## config.mk

```make
export PLATFORM = sky130hd
export DESIGN_NAME = brch_resolve_ctrl_flat
export DESIGN_NICKNAME = d
export VERILOG_FILES = /design/src/rtl/brch_resolve_ctrl_if.sv /design/src/rtl/brch_resolve_ctrl.sv /design/src/flat_wrapper.sv
export SDC_FILE = /design/constraint.sdc
export NUM_CORES = 1
export LEC_CHECK = 0
export CAP_MARGIN = 30
export CORE_UTILIZATION = 35
export DETAILED_ROUTE_END_ITERATION = 12
export GPL_TIMING_DRIVEN = 0
export RECOVER_POWER = 100
export SETUP_SLACK_MARGIN = 0.15
export SLEW_MARGIN = 20
export SYNTH_ARGS = -nofsm -noshare
export SYNTH_HDL_FRONTEND = slang
export SYNTH_SLANG_ARGS = --single-unit
```

## constraint.sdc

```tcl
create_clock -name clk -period 2.2 [get_ports clk]
set_input_delay 0.22 -clock clk [delete_from_list [all_inputs] [get_ports clk]]
set_output_delay 0.22 -clock clk [all_outputs]
set_load 0.03 [all_outputs]
```

## src/rtl/brch_resolve_ctrl_if.sv

```systemverilog
// Handshake bundle between decode/execute/fetch control and the branch resolution controller.
// The master side drives branch and flag information; the slave side is the controller.
interface brch_resolve_ctrl_if #(
    parameter int PC_W  = 16,
    parameter int CNT_W = 16
);
    logic              br_valid;
    logic [2:0]        br_instr;
    logic [PC_W-1:0]   br_target;
    logic              br_ready;
    logic              flags_valid;
    logic              SF;
    logic              ZF;
    logic              ext_flush;
    logic              redirect;
    logic [PC_W-1:0]   redirect_pc;
    logic              flush;
    logic              timeout_err;
    logic [CNT_W-1:0]  br_cnt;
    logic [CNT_W-1:0]  taken_cnt;

    modport master (
        output br_valid, br_instr, br_target, flags_valid, SF, ZF, ext_flush,
        input  br_ready, redirect, redirect_pc, flush, timeout_err, br_cnt, taken_cnt
    );

    modport slave (
        input  br_valid, br_instr, br_target, flags_valid, SF, ZF, ext_flush,
        output br_ready, redirect, redirect_pc, flush, timeout_err, br_cnt, taken_cnt
    );
endinterface

```

## src/rtl/brch_resolve_ctrl.sv

```systemverilog
// Branch resolution sequencer: holds one outstanding branch until execute supplies flags,
// then redirects fetch and squashes younger stages for FLUSH_CYCLES when the branch is taken.
module brch_resolve_ctrl #(
    parameter int PC_W         = 16,
    parameter int FLUSH_CYCLES = 2,
    parameter int MAX_WAIT     = 8,
    parameter int CNT_W        = 16
) (
    input  logic clk,
    input  logic rst_n,
    brch_resolve_ctrl_if.slave bus
);
    localparam int WAIT_W = $clog2(MAX_WAIT + 1);
    localparam int FL_W   = $clog2(FLUSH_CYCLES + 1);

    typedef enum logic [1:0] {IDLE, WAIT_FLAGS, FLUSH} state_t;

    state_t            state_q, state_d;
    logic [2:0]        instr_q, instr_d;
    logic [PC_W-1:0]   pc_q, pc_d;
    logic [WAIT_W-1:0] wait_q, wait_d;
    logic [FL_W-1:0]   fl_q, fl_d;
    logic              ready_q, ready_d;
    logic              redirect_q, redirect_d;
    logic              flush_q, flush_d;
    logic              tmo_q, tmo_d;
    logic [CNT_W-1:0]  br_cnt_q, br_cnt_d;
    logic [CNT_W-1:0]  taken_cnt_q, taken_cnt_d;
    logic              cond;

    always_comb begin
        cond = 1'b0;
        case (instr_q[1:0])
            2'b00:   cond = bus.ZF;
            2'b01:   cond = ~bus.ZF;
            2'b10:   cond = bus.SF;
            default: cond = ~bus.SF;
        endcase
        cond = cond & instr_q[2];
    end

    always_comb begin
        state_d     = state_q;
        instr_d     = instr_q;
        pc_d        = pc_q;
        wait_d      = wait_q;
        fl_d        = fl_q;
        ready_d     = ready_q;
        redirect_d  = 1'b0;
        flush_d     = flush_q;
        tmo_d       = tmo_q;
        br_cnt_d    = br_cnt_q;
        taken_cnt_d = taken_cnt_q;

        case (state_q)
            IDLE: begin
                if (bus.br_valid) begin
                    state_d = WAIT_FLAGS;
                    instr_d = bus.br_instr;
                    pc_d    = bus.br_target;
                    wait_d  = '0;
                    ready_d = 1'b0;
                end
            end
            WAIT_FLAGS: begin
                if (bus.flags_valid) begin
                    br_cnt_d = (br_cnt_q == '1) ? br_cnt_q : br_cnt_q + 1'b1;
                    if (cond) begin
                        taken_cnt_d = (taken_cnt_q == '1) ? taken_cnt_q : taken_cnt_q + 1'b1;
                        state_d     = FLUSH;
                        redirect_d  = 1'b1;
                        flush_d     = 1'b1;
                        fl_d        = FL_W'(FLUSH_CYCLES - 1);
                    end else begin
                        state_d = IDLE;
                        ready_d = 1'b1;
                    end
                end else if (wait_q == WAIT_W'(MAX_WAIT - 1)) begin
                    // wait_q lags the cycle count by one, so this is the MAX_WAIT-th waiting cycle
                    tmo_d   = 1'b1;
                    state_d = IDLE;
                    ready_d = 1'b1;
                end else begin
                    wait_d = wait_q + 1'b1;
                end
            end
            FLUSH: begin
                if (fl_q == '0) begin
                    state_d = IDLE;
                    flush_d = 1'b0;
                    ready_d = 1'b1;
                end else begin
                    fl_d = fl_q - 1'b1;
                end
            end
            default: begin
                state_d = IDLE;
                flush_d = 1'b0;
                ready_d = 1'b1;
            end
        endcase

        // An abort discards whatever the pending branch would have done this cycle.
        if (bus.ext_flush) begin
            state_d     = IDLE;
            instr_d     = instr_q;
            pc_d        = pc_q;
            ready_d     = 1'b1;
            redirect_d  = 1'b0;
            flush_d     = 1'b0;
            tmo_d       = tmo_q;
            br_cnt_d    = br_cnt_q;
            taken_cnt_d = taken_cnt_q;
        end
    end

    always_ff @(posedge clk) begin
        if (!rst_n) begin
            state_q     <= IDLE;
            instr_q     <= '0;
            pc_q        <= '0;
            wait_q      <= '0;
            fl_q        <= '0;
            ready_q     <= 1'b1;
            redirect_q  <= 1'b0;
            flush_q     <= 1'b0;
            tmo_q       <= 1'b0;
            br_cnt_q    <= '0;
            taken_cnt_q <= '0;
        end else begin
            state_q     <= state_d;
            instr_q     <= instr_d;
            pc_q        <= pc_d;
            wait_q      <= wait_d;
            fl_q        <= fl_d;
            ready_q     <= ready_d;
            redirect_q  <= redirect_d;
            flush_q     <= flush_d;
            tmo_q       <= tmo_d;
            br_cnt_q    <= br_cnt_d;
            taken_cnt_q <= taken_cnt_d;
        end
    end

    assign bus.br_ready    = ready_q;
    assign bus.redirect    = redirect_q;
    assign bus.redirect_pc = pc_q;
    assign bus.flush       = flush_q;
    assign bus.timeout_err = tmo_q;
    assign bus.br_cnt      = br_cnt_q;
    assign bus.taken_cnt   = taken_cnt_q;
endmodule

```

## src/flat_wrapper.sv

```systemverilog
// flat-port wrapper written by rule: the top's interface ports become plain ports
module brch_resolve_ctrl_flat 
#(
    parameter int PC_W         = 16,
    parameter int FLUSH_CYCLES = 2,
    parameter int MAX_WAIT     = 8,
    parameter int CNT_W        = 16
)
  (clk, rst_n, bus_br_valid, bus_br_instr, bus_br_target, bus_flags_valid, bus_SF, bus_ZF, bus_ext_flush, bus_br_ready, bus_redirect, bus_redirect_pc, bus_flush, bus_timeout_err, bus_br_cnt, bus_taken_cnt);
  brch_resolve_ctrl_if #(.PC_W(PC_W), .CNT_W(CNT_W)) bus_i ();
  input  logic clk;
  input  logic rst_n;
  input wire logic [$bits(bus_i.br_valid)-1:0] bus_br_valid;
  input wire logic [$bits(bus_i.br_instr)-1:0] bus_br_instr;
  input wire logic [$bits(bus_i.br_target)-1:0] bus_br_target;
  input wire logic [$bits(bus_i.flags_valid)-1:0] bus_flags_valid;
  input wire logic [$bits(bus_i.SF)-1:0] bus_SF;
  input wire logic [$bits(bus_i.ZF)-1:0] bus_ZF;
  input wire logic [$bits(bus_i.ext_flush)-1:0] bus_ext_flush;
  output wire logic [$bits(bus_i.br_ready)-1:0] bus_br_ready;
  output wire logic [$bits(bus_i.redirect)-1:0] bus_redirect;
  output wire logic [$bits(bus_i.redirect_pc)-1:0] bus_redirect_pc;
  output wire logic [$bits(bus_i.flush)-1:0] bus_flush;
  output wire logic [$bits(bus_i.timeout_err)-1:0] bus_timeout_err;
  output wire logic [$bits(bus_i.br_cnt)-1:0] bus_br_cnt;
  output wire logic [$bits(bus_i.taken_cnt)-1:0] bus_taken_cnt;
  assign bus_i.br_valid = bus_br_valid;
  assign bus_i.br_instr = bus_br_instr;
  assign bus_i.br_target = bus_br_target;
  assign bus_i.flags_valid = bus_flags_valid;
  assign bus_i.SF = bus_SF;
  assign bus_i.ZF = bus_ZF;
  assign bus_i.ext_flush = bus_ext_flush;
  assign bus_br_ready = bus_i.br_ready;
  assign bus_redirect = bus_i.redirect;
  assign bus_redirect_pc = bus_i.redirect_pc;
  assign bus_flush = bus_i.flush;
  assign bus_timeout_err = bus_i.timeout_err;
  assign bus_br_cnt = bus_i.br_cnt;
  assign bus_taken_cnt = bus_i.taken_cnt;
  brch_resolve_ctrl #(.PC_W(PC_W), .FLUSH_CYCLES(FLUSH_CYCLES), .MAX_WAIT(MAX_WAIT), .CNT_W(CNT_W)) u_core (.clk(clk), .rst_n(rst_n), .bus(bus_i));
endmodule
```

==> flow_metrics.env <==
export IMPL_post_drt_via_cell_ratio=5.13
export IMPL_drt_wirelength_per_cell_um=13.3
export IMPL_grt_antenna_before_repair=0
export IMPL_critical_path_arrival_ns=2.29
export IMPL_route_met3_wl_um=376
export IMPL_track_usage_pct=17.6
export IMPL_io_buffers=77
export IMPL_critical_path_class="flip-flop to flip-flop"
export IMPL_async_reset_ff_share_pct=0
export IMPL_detail_route_wirelength_met1_mm=3.36
export IMPL_fp_dieH_um=91.3
export IMPL_drc_errors=0
export IMPL_row_count=32
export IMPL_path_depth=6
export IMPL_setup_reg_to_reg_worst_slack_ns=0.17
export IMPL_average_size_of_a_mapped_cell_um2=8.20
export IMPL_syn_to_final_growth_pct=39.0
export IMPL_route_final_wire_length_mm=7.09
export IMPL_grt_pass1_vias=2510
export IMPL_design_final_nets=458
export IMPL_first_iter_violations=91
export IMPL_grt_pass1_wl_mm=11.8
export IMPL_grt_start_max_net_pins=11
export IMPL_hold_viol=0
export IMPL_cts_buffers=9
export IMPL_grt_overflow_total=0
export IMPL_r2r_start="u_core.instr_q[1]"
export IMPL_clock_latency_ns=0.33
export IMPL_finalCritPeriodShare_pct=92.1
export IMPL_power_combinational_fraction_pct=8.8
export IMPL_type_of_the_most_critical_hold_path="primary input to flip-flop"
export IMPL_start_util_pct=36.1
export IMPL_ys_types=39
export IMPL_clock_sink_count=63
export IMPL_ff2ff_path_depth=6
export IMPL_synth_top_flop_cell="dfxtp_1"
export IMPL_num_vias=2729
export IMPL_worstPathBufferInverterCount=1
export IMPL_timing_rr_end="u_core.bus.taken_cnt[3]"
export IMPL_hold_path_startpoint="bus_br_target[14]"
export IMPL_dr_max_layer_used="met4"
export IMPL_synth_sequential_area_ratio_pct=45.2
export IMPL_netlist_instances=340
export IMPL_p_seq_share_pct=53.4
export IMPL_vdd_drop_max_v=0.000296
export IMPL_detail_route_first_pass_iterations=4
export IMPL_place_hpwl_mm=5.08
export IMPL_switching_share_pct=24.2
export IMPL_worstPathMaxFanout=10
export IMPL_finClkSkew_ns=0.00677
export IMPL_clock_root_buffer="clkbuf_8"
export IMPL_cap_violations=0
export IMPL_synth_seq_cells=63
export IMPL_htreeDepth=3
export IMPL_max_clock_path_buffers=2
export IMPL_endpoints_failing_setup=0
export IMPL_critical_path_end_type="flip-flop"
export IMPL_floorplan_io_pins=78
export IMPL_maxSlewViolCount=0
export IMPL_crit_path_max_incr_delay_ns=0.44
export IMPL_die_area_um2=8330
export IMPL_synth_edf_count=0
export IMPL_power_net_switching_uw=529
export IMPL_met2_wirelength_mm=3.26
export IMPL_worst_ep_required_time_ns=2.46
export IMPL_post_route_util_pct=50.2
export IMPL_fin_area_um2=3880
export IMPL_drive_gt1_share_pct=5.81
export IMPL_cts_clk_slew_worst_paths_ns=0.06
export IMPL_synth_net_count=370
export IMPL_yosys_warnings=0
export IMPL_crit_path_top_delay_cell="or3_4"
export IMPL_tritoncts="yes"
export IMPL_clock_power_share_pct=37.7
export IMPL_hold_end="u_core.bus.redirect_pc[14]"
export IMPL_cellLeakagePower_nw=1.45
export IMPL_postRouteAntennaNets=0
export IMPL_placer_congestion_estimate=0.810
export IMPL_design_core_area_um2=7730
export IMPL_antenna_cells=0
export IMPL_synthesis_area_um2=2790
export IMPL_slew_headroom_pct=56.5
export IMPL_worstPathCellList="mux2i_1, mux2i_2, or3_4, buf_6, or3_1, a21oi_1"
export IMPL_whs_path_depth=3
export IMPL_p_int_mw=1.66
export IMPL_achievable_frequency_mhz=494
export IMPL_status="completed"
export IMPL_worst_pin_slew_ns=0.652
export IMPL_power_density_cell_area_nw_per_um2=564
export IMPL_floorplan_die_width_um=91.3
export IMPL_timing_critical_path_from_type="flip-flop"
export IMPL_crit_path_time_final_ns=2.03
export IMPL_path_delay_family="simple AND/OR/NAND/NOR gates"
export IMPL_grt_setup_unrepaired="true"
export IMPL_dpl_cell_area_um2=3690
[synth_stat cells, drive strengths merged (6+ instances only)]
master	number	area [um^2]
nand2	64	240
nand3	9	45.0
clkbuf	11	41.3
nor4	9	56.3
o21ai	8	40.0
and3	6	37.5
xnor2	18	158
nor2	31	116
inv	7	26.3
a21oi	35	175
dfxtp	63	1260
nor3	15	75.1
nand4	12	75.1
[how the worst max path moves through the flow]
stage / startpoint / to
finish: u_core.instr_q[1] / u_core.bus.taken_cnt[3]
global route: bus_ext_flush / u_core.bus.br_cnt[15]
CTS: u_core.state_q[0] / u_core.bus.br_cnt[15]
detailed placement: bus_ext_flush / u_core.bus.br_cnt[14]
global placement: bus_ext_flush / u_core.bus.br_cnt[8]
floorplan: u_core.bus.taken_cnt[0] / u_core.bus.taken_cnt[3]
[kinds of logic (layout without fill, tap and decap cells)]
family | after synthesis | count (layout) | synth area share (%)
AOI/OAI and AO/OA | 55 | 55 | 11.5
xor gates and xnor gates | 18 | 18 | 5.65
adders and majority gates | 4 | 4 | 1.79
buffers and inverters | 20 | 110 | 2.96
DFF | 63 | 63 | 45.2
muxes | 5 | 5 | 2.11
and+or+nand+nor | 175 | 175 | 30.8
[state kept, by name (all words and copies together), names as in the netlist]
register	count
u_core.bus.redirect_pc	16
u_core.fl_q	2
u_core.bus.taken_cnt	16
u_core.wait_q	4
u_core.bus.redirect	1
u_core.instr_q	3
u_core.bus.flush	1
u_core.bus.br_cnt	16
u_core.state_q	2
u_core.bus.timeout_err	1
u_core.bus.br_ready	1
[power by group through the flow]
stage / registers, mW / logic, mW / clock network, mW
floorplan: 1.22 / 0.0663 / 0
global placement: 1.19 / 0.196 / 0
global route: 1.17 / 0.212 / 0.904
finish: 1.17 / 0.194 / 0.826
detailed placement: 1.20 / 0.198 / 0
CTS: 1.17 / 0.200 / 0.851
[cell type report]
cell class	count	area, um^2
Clock inverter	2	10.0
Sequential cell	63	1260
Timing Repair Buffer	77	771
Fill cell	758	3850
Clock buffer	11	141
Inverter	7	26.3
Buffer	13	62.6
Multi-Input combinational cell	257	1480
Tap cell	102	128
[stage by stage]
stage / total power, mW / setup slack [ns] / setup TNS, ns / hold WS (ns) / cells
6_report: 2.19 / 0.174 / 0 / 0.434 / 532
3_5_place_dp: 1.39 / -0.171 / -1.96 / 0.448 / 519
2_1_floorplan: 1.29 / 0.235 / 0 / 0.336 / 340
4_1_cts: 2.22 / 0.139 / 0 / 0.418 / 532
5_1_grt: 2.29 / 0.0719 / 0 / 0.433 / 532
3_3_place_gp: 1.39 / -0.175 / -1.53 / 0.440 / 519
[per-layer routing]
metal	vias to the layer above	global-route usage, %
met5	-	0
met4	0	6.35
met3	10	4.44
met2	63	27.7
met1	1273	23.2
li1	1383	-
[cell usage in the layout (no fill, tap or decap), types with 7 or more instances in the layout]
cell / n
nand2_1: 64
dfxtp_1: 63
dlygate4sd3_1: 54
a21oi_1: 35
nor2_1: 30
clkdlybuf4s50_1: 23
xnor2_1: 18
nor3_1: 15
nand4_1: 12
clkbuf_8: 10
nand3_1: 9
clkbuf_1: 8
o21ai_0: 8
inv_1: 7
nor4_1: 7
[tightest hold or removal path: cells and delay by family]
family / cells / cell delay [ns]
AND/OR/NAND/NOR: 1 / 0.05
buffers and inverters: 1 / 0.39
AO/OA/AOI/OAI: 1 / 0.05
[timing repair]
action,in CTS,in global routing
pin swaps,0,1
gates resized for setup,2,18
endpoints found under the setup margin,11,38
endpoints found under the hold margin,0,0
hold buffers,0,0
setup buffers,0,0
Note: power is estimated with default switching activity, not from simulation.
